===== src/rtl/vga_timing_pkg.sv =====
// Shared VGA timing constants, counter types and the control bundle carried
// alongside each pixel through the framebuffer read pipeline.
package vga_timing_pkg;

  localparam int H_ACTIVE_DEF = 640;
  localparam int H_FP_DEF     = 16;
  localparam int H_SYNC_DEF   = 96;
  localparam int H_BP_DEF     = 48;
  localparam int V_ACTIVE_DEF = 480;
  localparam int V_FP_DEF     = 10;
  localparam int V_SYNC_DEF   = 2;
  localparam int V_BP_DEF     = 33;

  localparam int H_TOTAL      = H_ACTIVE_DEF + H_FP_DEF + H_SYNC_DEF + H_BP_DEF;
  localparam int V_TOTAL      = V_ACTIVE_DEF + V_FP_DEF + V_SYNC_DEF + V_BP_DEF;
  localparam int H_SYNC_START = H_ACTIVE_DEF + H_FP_DEF;
  localparam int H_SYNC_END   = H_SYNC_START + H_SYNC_DEF;
  localparam int V_SYNC_START = V_ACTIVE_DEF + V_FP_DEF;
  localparam int V_SYNC_END   = V_SYNC_START + V_SYNC_DEF;

  localparam int COUNT_W = 10;

  typedef logic [COUNT_W-1:0] h_count_t;
  typedef logic [COUNT_W-1:0] v_count_t;

  typedef struct packed {
    logic active;
    logic inImg;
    logic hsyncN;
    logic vsyncN;
    logic frameStart;
  } vga_ctrl_t;

  localparam vga_ctrl_t CTRL_IDLE = '{
    active:     1'b0,
    inImg:      1'b0,
    hsyncN:     1'b1,
    vsyncN:     1'b1,
    frameStart: 1'b0
  };

  // Half-open interval test [lo, hi).
  function automatic logic inRange(input int value, input int lo, input int hi);
    return (value >= lo) && (value < hi);
  endfunction

endpackage


===== src/rtl/sync_delay_line.sv =====
// Fixed-depth shift register with a synchronous reset value; aligns the
// control bundle with data returned by the framebuffer memory.
module sync_delay_line #(
  parameter int               WIDTH       = 1,
  parameter int               DEPTH       = 1,
  parameter logic [WIDTH-1:0] RESET_VALUE = {WIDTH{1'b0}}
) (
  input  logic             clk,
  input  logic             reset,
  input  logic [WIDTH-1:0] dataIn,
  output logic [WIDTH-1:0] dataOut
);

  if (DEPTH < 1) begin : gen_badDepth
    $error("sync_delay_line: DEPTH must be at least 1");
  end

  logic [WIDTH-1:0] stage_r [DEPTH];

  // Shift chain; reset fills every stage with the idle value.
  always_ff @(posedge clk) begin
    if (reset) begin
      for (int i = 0; i < DEPTH; i++) begin
        stage_r[i] <= RESET_VALUE;
      end
    end else begin
      stage_r[0] <= dataIn;
      for (int i = 1; i < DEPTH; i++) begin
        stage_r[i] <= stage_r[i-1];
      end
    end
  end

  assign dataOut = stage_r[DEPTH-1];

endmodule


===== src/rtl/vga_framebuffer_scanner.sv =====
// VGA raster generator that reads a centred grayscale image window from the
// framebuffer's second read port and drives the ADV7123 DAC pins.
module vga_framebuffer_scanner
  import vga_timing_pkg::*;
#(
  parameter int H_ACTIVE     = H_ACTIVE_DEF,
  parameter int H_FP         = H_FP_DEF,
  parameter int H_SYNC       = H_SYNC_DEF,
  parameter int H_BP         = H_BP_DEF,
  parameter int V_ACTIVE     = V_ACTIVE_DEF,
  parameter int V_FP         = V_FP_DEF,
  parameter int V_SYNC       = V_SYNC_DEF,
  parameter int V_BP         = V_BP_DEF,
  parameter int IMG_W        = 256,
  parameter int IMG_H        = 256,
  parameter int IMG_X0       = 192,
  parameter int IMG_Y0       = 112,
  parameter int IMG_BASE     = 0,
  parameter int ADDR_W       = 17,
  parameter int READ_LATENCY = 1
) (
  input  logic              clk,
  input  logic              reset,
  input  logic [7:0]        color,
  output logic [ADDR_W-1:0] address_vga,
  output logic [7:0]        vga_r,
  output logic [7:0]        vga_g,
  output logic [7:0]        vga_b,
  output logic              vga_hsync,
  output logic              vga_vsync,
  output logic              vga_blank_n,
  output logic              vga_sync_n,
  output logic              frame_start
);

  localparam int H_TOT    = H_ACTIVE + H_FP + H_SYNC + H_BP;
  localparam int V_TOT    = V_ACTIVE + V_FP + V_SYNC + V_BP;
  localparam int HS_START = H_ACTIVE + H_FP;
  localparam int HS_END   = HS_START + H_SYNC;
  localparam int VS_START = V_ACTIVE + V_FP;
  localparam int VS_END   = VS_START + V_SYNC;

  localparam h_count_t          H_LAST        = h_count_t'(H_TOT - 1);
  localparam v_count_t          V_LAST        = v_count_t'(V_TOT - 1);
  localparam logic [ADDR_W-1:0] IMG_ADDR_BASE = ADDR_W'(IMG_BASE);

  if (IMG_X0 + IMG_W > H_ACTIVE) begin : gen_badImgX
    $error("vga_framebuffer_scanner: image window exceeds visible width");
  end
  if (IMG_Y0 + IMG_H > V_ACTIVE) begin : gen_badImgY
    $error("vga_framebuffer_scanner: image window exceeds visible height");
  end
  if (READ_LATENCY < 1) begin : gen_badLatency
    $error("vga_framebuffer_scanner: READ_LATENCY must be at least 1");
  end
  if ((H_TOT > (1 << COUNT_W)) || (V_TOT > (1 << COUNT_W))) begin : gen_badTotals
    $error("vga_framebuffer_scanner: line or frame too long for counters");
  end

  h_count_t          hCount_r;
  v_count_t          vCount_r;
  logic [ADDR_W-1:0] pixIndex_r;
  logic [ADDR_W-1:0] address_r;
  logic              lineEnd_s;
  logic              frameEnd_s;
  vga_ctrl_t         ctrl_s;
  vga_ctrl_t         ctrlDly_s;
  logic [7:0]        gray_s;
  logic [7:0]        gray_r;
  logic              hsync_r;
  logic              vsync_r;
  logic              blankN_r;
  logic              frameStart_r;

  // Raster position decode for the current counter value.
  always_comb begin
    lineEnd_s         = (hCount_r == H_LAST);
    frameEnd_s        = lineEnd_s && (vCount_r == V_LAST);
    ctrl_s.active     = (int'(hCount_r) < H_ACTIVE) && (int'(vCount_r) < V_ACTIVE);
    ctrl_s.inImg      = inRange(int'(hCount_r), IMG_X0, IMG_X0 + IMG_W) &&
                        inRange(int'(vCount_r), IMG_Y0, IMG_Y0 + IMG_H);
    ctrl_s.hsyncN     = !inRange(int'(hCount_r), HS_START, HS_END);
    ctrl_s.vsyncN     = !inRange(int'(vCount_r), VS_START, VS_END);
    ctrl_s.frameStart = (hCount_r == h_count_t'(0)) && (vCount_r == v_count_t'(0));
  end

  // Horizontal and vertical raster counters.
  always_ff @(posedge clk) begin
    if (reset) begin
      hCount_r <= h_count_t'(0);
      vCount_r <= v_count_t'(0);
    end else if (lineEnd_s) begin
      hCount_r <= h_count_t'(0);
      vCount_r <= frameEnd_s ? v_count_t'(0) : vCount_r + v_count_t'(1);
    end else begin
      hCount_r <= hCount_r + h_count_t'(1);
    end
  end

  // Linear pixel index runs across line ends, so no row*width product is needed.
  always_ff @(posedge clk) begin
    if (reset) begin
      pixIndex_r <= {ADDR_W{1'b0}};
      address_r  <= IMG_ADDR_BASE;
    end else begin
      if (frameEnd_s) begin
        pixIndex_r <= {ADDR_W{1'b0}};
      end else if (ctrl_s.inImg) begin
        pixIndex_r <= pixIndex_r + ADDR_W'(1);
      end
      if (ctrl_s.inImg) begin
        address_r <= IMG_ADDR_BASE + pixIndex_r;
      end
    end
  end

  assign address_vga = address_r;

  // One stage covers the address register, the rest cover the memory read.
  sync_delay_line #(
    .WIDTH      ($bits(vga_ctrl_t)),
    .DEPTH      (READ_LATENCY + 1),
    .RESET_VALUE(CTRL_IDLE)
  ) u_ctrlDelay (
    .clk    (clk),
    .reset  (reset),
    .dataIn (ctrl_s),
    .dataOut(ctrlDly_s)
  );

  // Pixel masking: black outside the image window and during blanking.
  always_comb begin
    if (ctrlDly_s.active && ctrlDly_s.inImg) begin
      gray_s = color;
    end else begin
      gray_s = 8'h00;
    end
  end

  // Pin register stage.
  always_ff @(posedge clk) begin
    if (reset) begin
      gray_r       <= 8'h00;
      hsync_r      <= 1'b1;
      vsync_r      <= 1'b1;
      blankN_r     <= 1'b0;
      frameStart_r <= 1'b0;
    end else begin
      gray_r       <= gray_s;
      hsync_r      <= ctrlDly_s.hsyncN;
      vsync_r      <= ctrlDly_s.vsyncN;
      blankN_r     <= ctrlDly_s.active;
      frameStart_r <= ctrlDly_s.frameStart;
    end
  end

  assign vga_r       = gray_r;
  assign vga_g       = gray_r;
  assign vga_b       = gray_r;
  assign vga_hsync   = hsync_r;
  assign vga_vsync   = vsync_r;
  assign vga_blank_n = blankN_r;
  assign vga_sync_n  = 1'b0;
  assign frame_start = frameStart_r;

endmodule


===== config.mk =====
export PLATFORM = sky130hd
export DESIGN_NAME = vga_framebuffer_scanner
export DESIGN_NICKNAME = d
export VERILOG_FILES = /design/src/rtl/vga_timing_pkg.sv /design/src/rtl/sync_delay_line.sv /design/src/rtl/vga_framebuffer_scanner.sv
export SDC_FILE = /design/constraint.sdc
export NUM_CORES = 1
export LEC_CHECK = 0
export ABC_AREA = 1
export BUFFER_PORTS_ARGS = -buffer_cell sky130_fd_sc_hd__buf_4
export CORE_ASPECT_RATIO = 1.4
export CORE_UTILIZATION = 25
export CTS_CLUSTER_DIAMETER = 150
export DETAILED_ROUTE_END_ITERATION = 10
export MAX_ROUTING_LAYER = met4
export PLACE_DENSITY = 0.4
export SKIP_LAST_GASP = 1
export SLEW_MARGIN = 10
export SYNTH_ARGS = -nofsm -noshare
export SYNTH_HDL_FRONTEND = slang
export SYNTH_SLANG_ARGS = --single-unit

===== constraint.sdc =====
create_clock -name clk -period 1.4 [get_ports clk]
set_input_delay 0.28 -clock clk [delete_from_list [all_inputs] [get_ports clk]]
set_output_delay 0.28 -clock clk [all_outputs]
set_load 0.005 [all_outputs]

# Word level (Yosys, flattened, before mapping)
# Memory sizes are Yosys's and may differ from the RTL's.
# Index checks and enable logic that the tools add are counted.
# word_totals
register_bits	66
latchBits	0
ramBits	10
mem_bits_ro	0
memories	1
# memory_table
name	words	word_bits	read_ports	rd_ports_with_merged_regs	wr	line	source
u_ctrlDelay.stage_r	2	5	2	0	2	sync_delay_line.sv:18	logic [WIDTH-1:0] stage_r [DEPTH];
# op_classes
add_sub_neg	3
multipliers	0
div	0
magnitude_cmp	10
eq_ne	2
shift	0
mux	6
n_bitwise	3
n_reduce_logical	16
# ops
operator	count
less-than comparator 10 x 9 -> 1 bit (second input constant)	4
adder 10 x 1 -> 10 bit (second input constant)	2
== test 10 bit (second input constant)	2
zero test 10 bit	2
less-than comparator 10 bit (second input constant)	2
adder 17 x 1 -> 17 bit (second input constant)	1
greater-or-equal comparator 10 bit (second input constant)	1
greater-or-equal comparator 10 x 7 -> 1 bit (second input constant)	1
greater-or-equal comparator 10 x 8 -> 1 bit (second input constant)	1
greater-or-equal comparator 10 x 9 -> 1 bit (second input constant)	1
two-way mux 10 bit	1
two-way mux 5 bit	2
logical AND 1 bit	9
OR reduction 2 bit	3
two-way mux 1 bit	3
zero test 1 bit	2
bitwise OR 1 bit	2
inverter 1 bit	1

# Logic depth before layout (Yosys ltp)
# depth
depth_word	4
ltp_mapped	10

# Modules after synthesis
# From an unflattened synthesis, not the netlist that was laid out.
# hier_totals
cells_unflattened	507
area_unflattened_um2	3568.4
# by_module_without_submodules
mod	n_inst	cells_per_inst	area_each_um2	seq_area_each_um2
vga_framebuffer_scanner	1	471	3251.9	1321.3
sync_delay_line	1	36	316.6	200.2

# Least setup slack after synthesis
# OpenSTA, ideal clock, no wires.
# synth_timing
path_type	reg2reg
startpoint	register hCount_r[0]
endpoint	register pixIndex_r[0]
arrival_ps	1384
required_ps	1286
setup_slack_ps	-97
stages_incl_launch_ff	10
cell_sequence	dfxtp_1 -> ha_1 -> nand2_1 -> inv_1 -> nand3_1 -> nor2_2 -> nor2_2 -> nor2_4 -> buf_6 -> nor2_1
# synth_via
elab_chain_cells	3
elab_cells_between_ends	7
classes_between	2 x order compare; 1 x eq/ne; 4 x reduce/logical
# synth_lines
element	line	source
from (decl)	vga_framebuffer_scanner.sv:60	h_count_t hCount_r;
from (signal assigned)	vga_framebuffer_scanner.sv:90	hCount_r <= h_count_t'(0);
from (signal assigned)	vga_framebuffer_scanner.sv:93	hCount_r <= h_count_t'(0);
from (signal assigned)	vga_framebuffer_scanner.sv:96	hCount_r <= hCount_r + h_count_t'(1);
greater-or-equal comparator 10 x 8 -> 1 bit, or another cell as far along	vga_timing_pkg.sv:44	return (value >= lo) && (value < hi);
logical AND 1 bit, on equally long branches	vga_timing_pkg.sv:44, vga_framebuffer_scanner.sv:78	
logical AND 1 bit or OR reduction 2 bit (tied branches)	--	
to (signal assigned)	vga_framebuffer_scanner.sv:103	pixIndex_r <= {ADDR_W{1'b0}};
to (signal assigned)	vga_framebuffer_scanner.sv:107	pixIndex_r <= {ADDR_W{1'b0}};
to (signal assigned)	vga_framebuffer_scanner.sv:109	pixIndex_r <= pixIndex_r + ADDR_W'(1);
to (decl)	vga_framebuffer_scanner.sv:62	logic [ADDR_W-1:0] pixIndex_r;
# Several ways; a longest one is shown, not always the timed one.
# A chain may end at the register's enable or synchronous reset.

# Final worst setup path
# layout_timing
startpoint	register vCount_r[0]
endpoint	register pixIndex_r[0]
# layout_via
elab_chain_cells	3
elab_cells_between_ends	7
classes_between	2 x order compare; 1 x eq/ne; 4 x reduce/logical
# layout_lines
element	line	source
from (decl)	vga_framebuffer_scanner.sv:61	v_count_t vCount_r;
from (signal assigned)	vga_framebuffer_scanner.sv:91	vCount_r <= v_count_t'(0);
from (signal assigned)	vga_framebuffer_scanner.sv:94	vCount_r <= frameEnd_s ? v_count_t'(0) : vCount_r + v_count_t'(1);
greater-or-equal comparator 10 x 7 -> 1 bit, or another cell as far along	vga_timing_pkg.sv:44	
logical AND 1 bit, on equally long branches	vga_timing_pkg.sv:44, vga_framebuffer_scanner.sv:78	
logical AND 1 bit or OR reduction 2 bit (tied branches)	--	
# Several ways; a longest one is shown, not always the timed one.

==> qor.csv <==
metric;value;unit
die_h;143;um
whs_path_depth;3;
dp_hpwl;6430;um
cts_tree;done;
fillers;1482;
synth_area;3550;um^2
synth.distinct_cells;36;
holdCritStartpoint;color[6];
min_path_type;in2reg;
numCtsBuffers;9;
initial_utilization;25.5;%
antenna_found_initial;0;
wl_per_cell;11.5;um
overflow;0;
hold_violations;0;
critPathRequiredTime;1.63;ns
io_pins;56;
avgSynthCellArea;7.38;um^2
finalWorstSetupSlack;-0.0172;ns
holdPathEnd;vga_b[6];
area_growth;43.0;%
drcViolationCount;0;
skew;0.00538;ns
clk_pin_slew_worst_paths;0.06;ns
crit_path_end_kind;flop;
synth-seq-area-share;42.9;%
regToRegStartpoint;vCount_r[0];
setup_viol;12;
path_class;reg2reg;
intPower;3.90;mW
root_buffer;clkbuf_16;
timing.final.crit_share;101;%
clockBufferDepth;2;
drive_gt1_share;38.4;%
netlist_instances;481;
maxCapViolCount;0;
drtAntennaViolNets;0;
dp_slack;-0.0911;ns
p_switching;1.03;mW
design_area;5070;um^2
outcome;complete, but fails checks;
ctsHtreeMaxLevel;3;
p_leak;2.16;nW
path_max_fanout;15;
r2r-end;pixIndex_r[0];
placement.cell_area;4440;um^2
rr_worst_depth;8;
drt-initial-drc-count;98;
pwr-share-seq;44.3;%
syn_nets;496;
grt_setup_unrepaired;yes;
whs;0.153;ns
power_frac_clock;52.2;%
irDropWorstVdd;477;uV
wl;8860;um
diodes;0;
critPathLaunchType;flop;
port_buffers;54;
dr.pass1.iters;5;
fp.dieW;103;um
pwr_density_cell;972;nW/um^2
cts_num_sinks;76;
routabilityCongestion;0.842;
slew_viol_final;0;
grt_pass1_vias;3124;
rows;51;
vias_per_cell;4.20;
via_count;3241;
p_sw_share;20.9;%
ys.warnings.count;0;
violations;setup timing;
grt_max_degree;22;
worst-r2r-setup-slack;-0.02;ns
ys_seq_elements;76;
min_period;1.42;ns
grt.total_usage;13.5;%
clk_latency;0.34;ns
pwr-share-comb;3.5;%
grt_pass1_wl;14600;um
final_nets;597;
core-area;13900;um^2
max_freq;706;MHz
die_area;14700;um^2
cp.arrival;1.65;ns
[cells in the final DEF, fill, tap and decap left out, types with 8 or more instances in the layout]
cell type	count
o21ai_0	8
clkbuf_16	10
buf_4	109
nor2_2	12
nor2_1	87
dfxtp_1	60
nand3_1	25
a21oi_2	9
dfxtp_2	13
nand2_2	15
inv_1	44
nand2_1	83
nor2_4	9
a21oi_1	15
o21ai_1	14
[layout make-up]
type | count | area [um^2] | share of cell area (%)
clock buffer | 11 | 253 | 4.98
multi-input combinational | 328 | 1820 | 35.9
timing repair buffer | 118 | 960 | 18.9
inverter | 49 | 186 | 3.67
sequential | 76 | 1550 | 30.5
clock inverter | 4 | 72.6 | 1.43
tap | 185 | 231 | 4.56
[cells in the mapped netlist, drive strengths merged]
master   instances  area share [%]
nor3b            1            0.21
or2              5            0.88
nand2          101              12
o21ai           23             3.2
inv             49             5.2
conb             1            0.11
a21oi           24             4.3
ha               5             1.8
nand3b           1            0.21
xnor2            1            0.25
o2111ai          1            0.25
nand3           33             5.4
nor2           108              12
nor4             3            0.53
nand4            5             1.1
dfxtp           76              43
clkbuf           1            0.11
xor2             7             1.7
nor3             8             1.3
buf             28             6.5
[registers in the layout, summed over array words and instances, names as in the netlist]
register             count
hCount_r                10
frame_start              1
u_ctrlDelay.stage_r     10
vga_b                    8
address_vga             17
vga_vsync                1
vga_hsync                1
pixIndex_r              17
vCount_r                10
vga_blank_n              1
[through the flow]
step	setup TNS (ns)	instances	utilization, %	power, mW
6_report	-0.0963	771	36.5	4.93
5_1_grt	-2.23	771	36.5	5.15
4_1_cts	-0.302	767	34.9	5.03
3_5_place_dp	-0.881	748	31.9	2.40
3_3_place_gp	-0.944	748	31.9	2.40
2_1_floorplan	0	481	-	2.32
[critical path, stage by stage (launching register included)]
cell	delay [ns]
dfxtp_1	0.31
inv_1	0.08
ha_1	0.15
nand4_1	0.17
nor2_2	0.16
nor2_2	0.07
nor2_4	0.13
buf_12	0.18
nor2_1	0.06
[kinds of logic (layout without fill, tap and decap cells)]
logic type               after synthesis  in the layout  share of synthesized area [%]
AO/OA/AOI/OAI                         48             48                           7.83
XOR/XNOR                               8              8                           1.97
adder cells (fa/ha/maj)                5              5                           1.76
buffers and inverters                 78            182                           11.8
flip-flops                            76             76                           42.9
other                                  1              1                          0.106
AND/OR/NAND/NOR                      265            266                           33.6
[worst max-delay path by stage]
stage | from | slack [ns] | end | depth (start not counted)
CTS | hCount_r[1] | -0.05 | vCount_r[3] | 10
finish | vCount_r[0] | -0.02 | pixIndex_r[0] | 8
global placement | reset | -0.09 | u_ctrlDelay.stage_r[0][0] | 5
detailed placement | hCount_r[7] | -0.09 | vCount_r[3] | 9
global route | vCount_r[0] | -0.1 | vCount_r[0] | 8
floorplan | hCount_r[1] | 0.0008 | pixIndex_r[0] | 9
[routing by layer]
layer / share of wire (%) / routed length, um / vias to the layer above / track usage (%)
li1: - / - / 1706 / -
met2: 52 / 4620 / 55 / 23.9
met4: 2.2 / 197 / 0 / 6.84
met3: 2.7 / 241 / 13 / 2.45
met1: 43 / 3800 / 1467 / 14.1
met5: 0 / 0 / - / -
[power groups by stage]
stage / clock network (mW) / registers (mW) / logic (mW)
floorplan: 0 / 2.24 / 0.0797
global placement: 0 / 2.24 / 0.166
detailed placement: 0 / 2.24 / 0.165
CTS: 2.68 / 2.19 / 0.169
global route: 2.77 / 2.19 / 0.193
finish: 2.58 / 2.19 / 0.171
[timing repair]
action                     CTS  global route
pin swaps                    3            17
hold endpoints to repair     0             0
hold buffers                 0             0
gates cloned                 1             1
setup buffers                3             3
resized for setup           21            64
setup endpoints to repair   43            52
(Power assumes the default switching activity.)
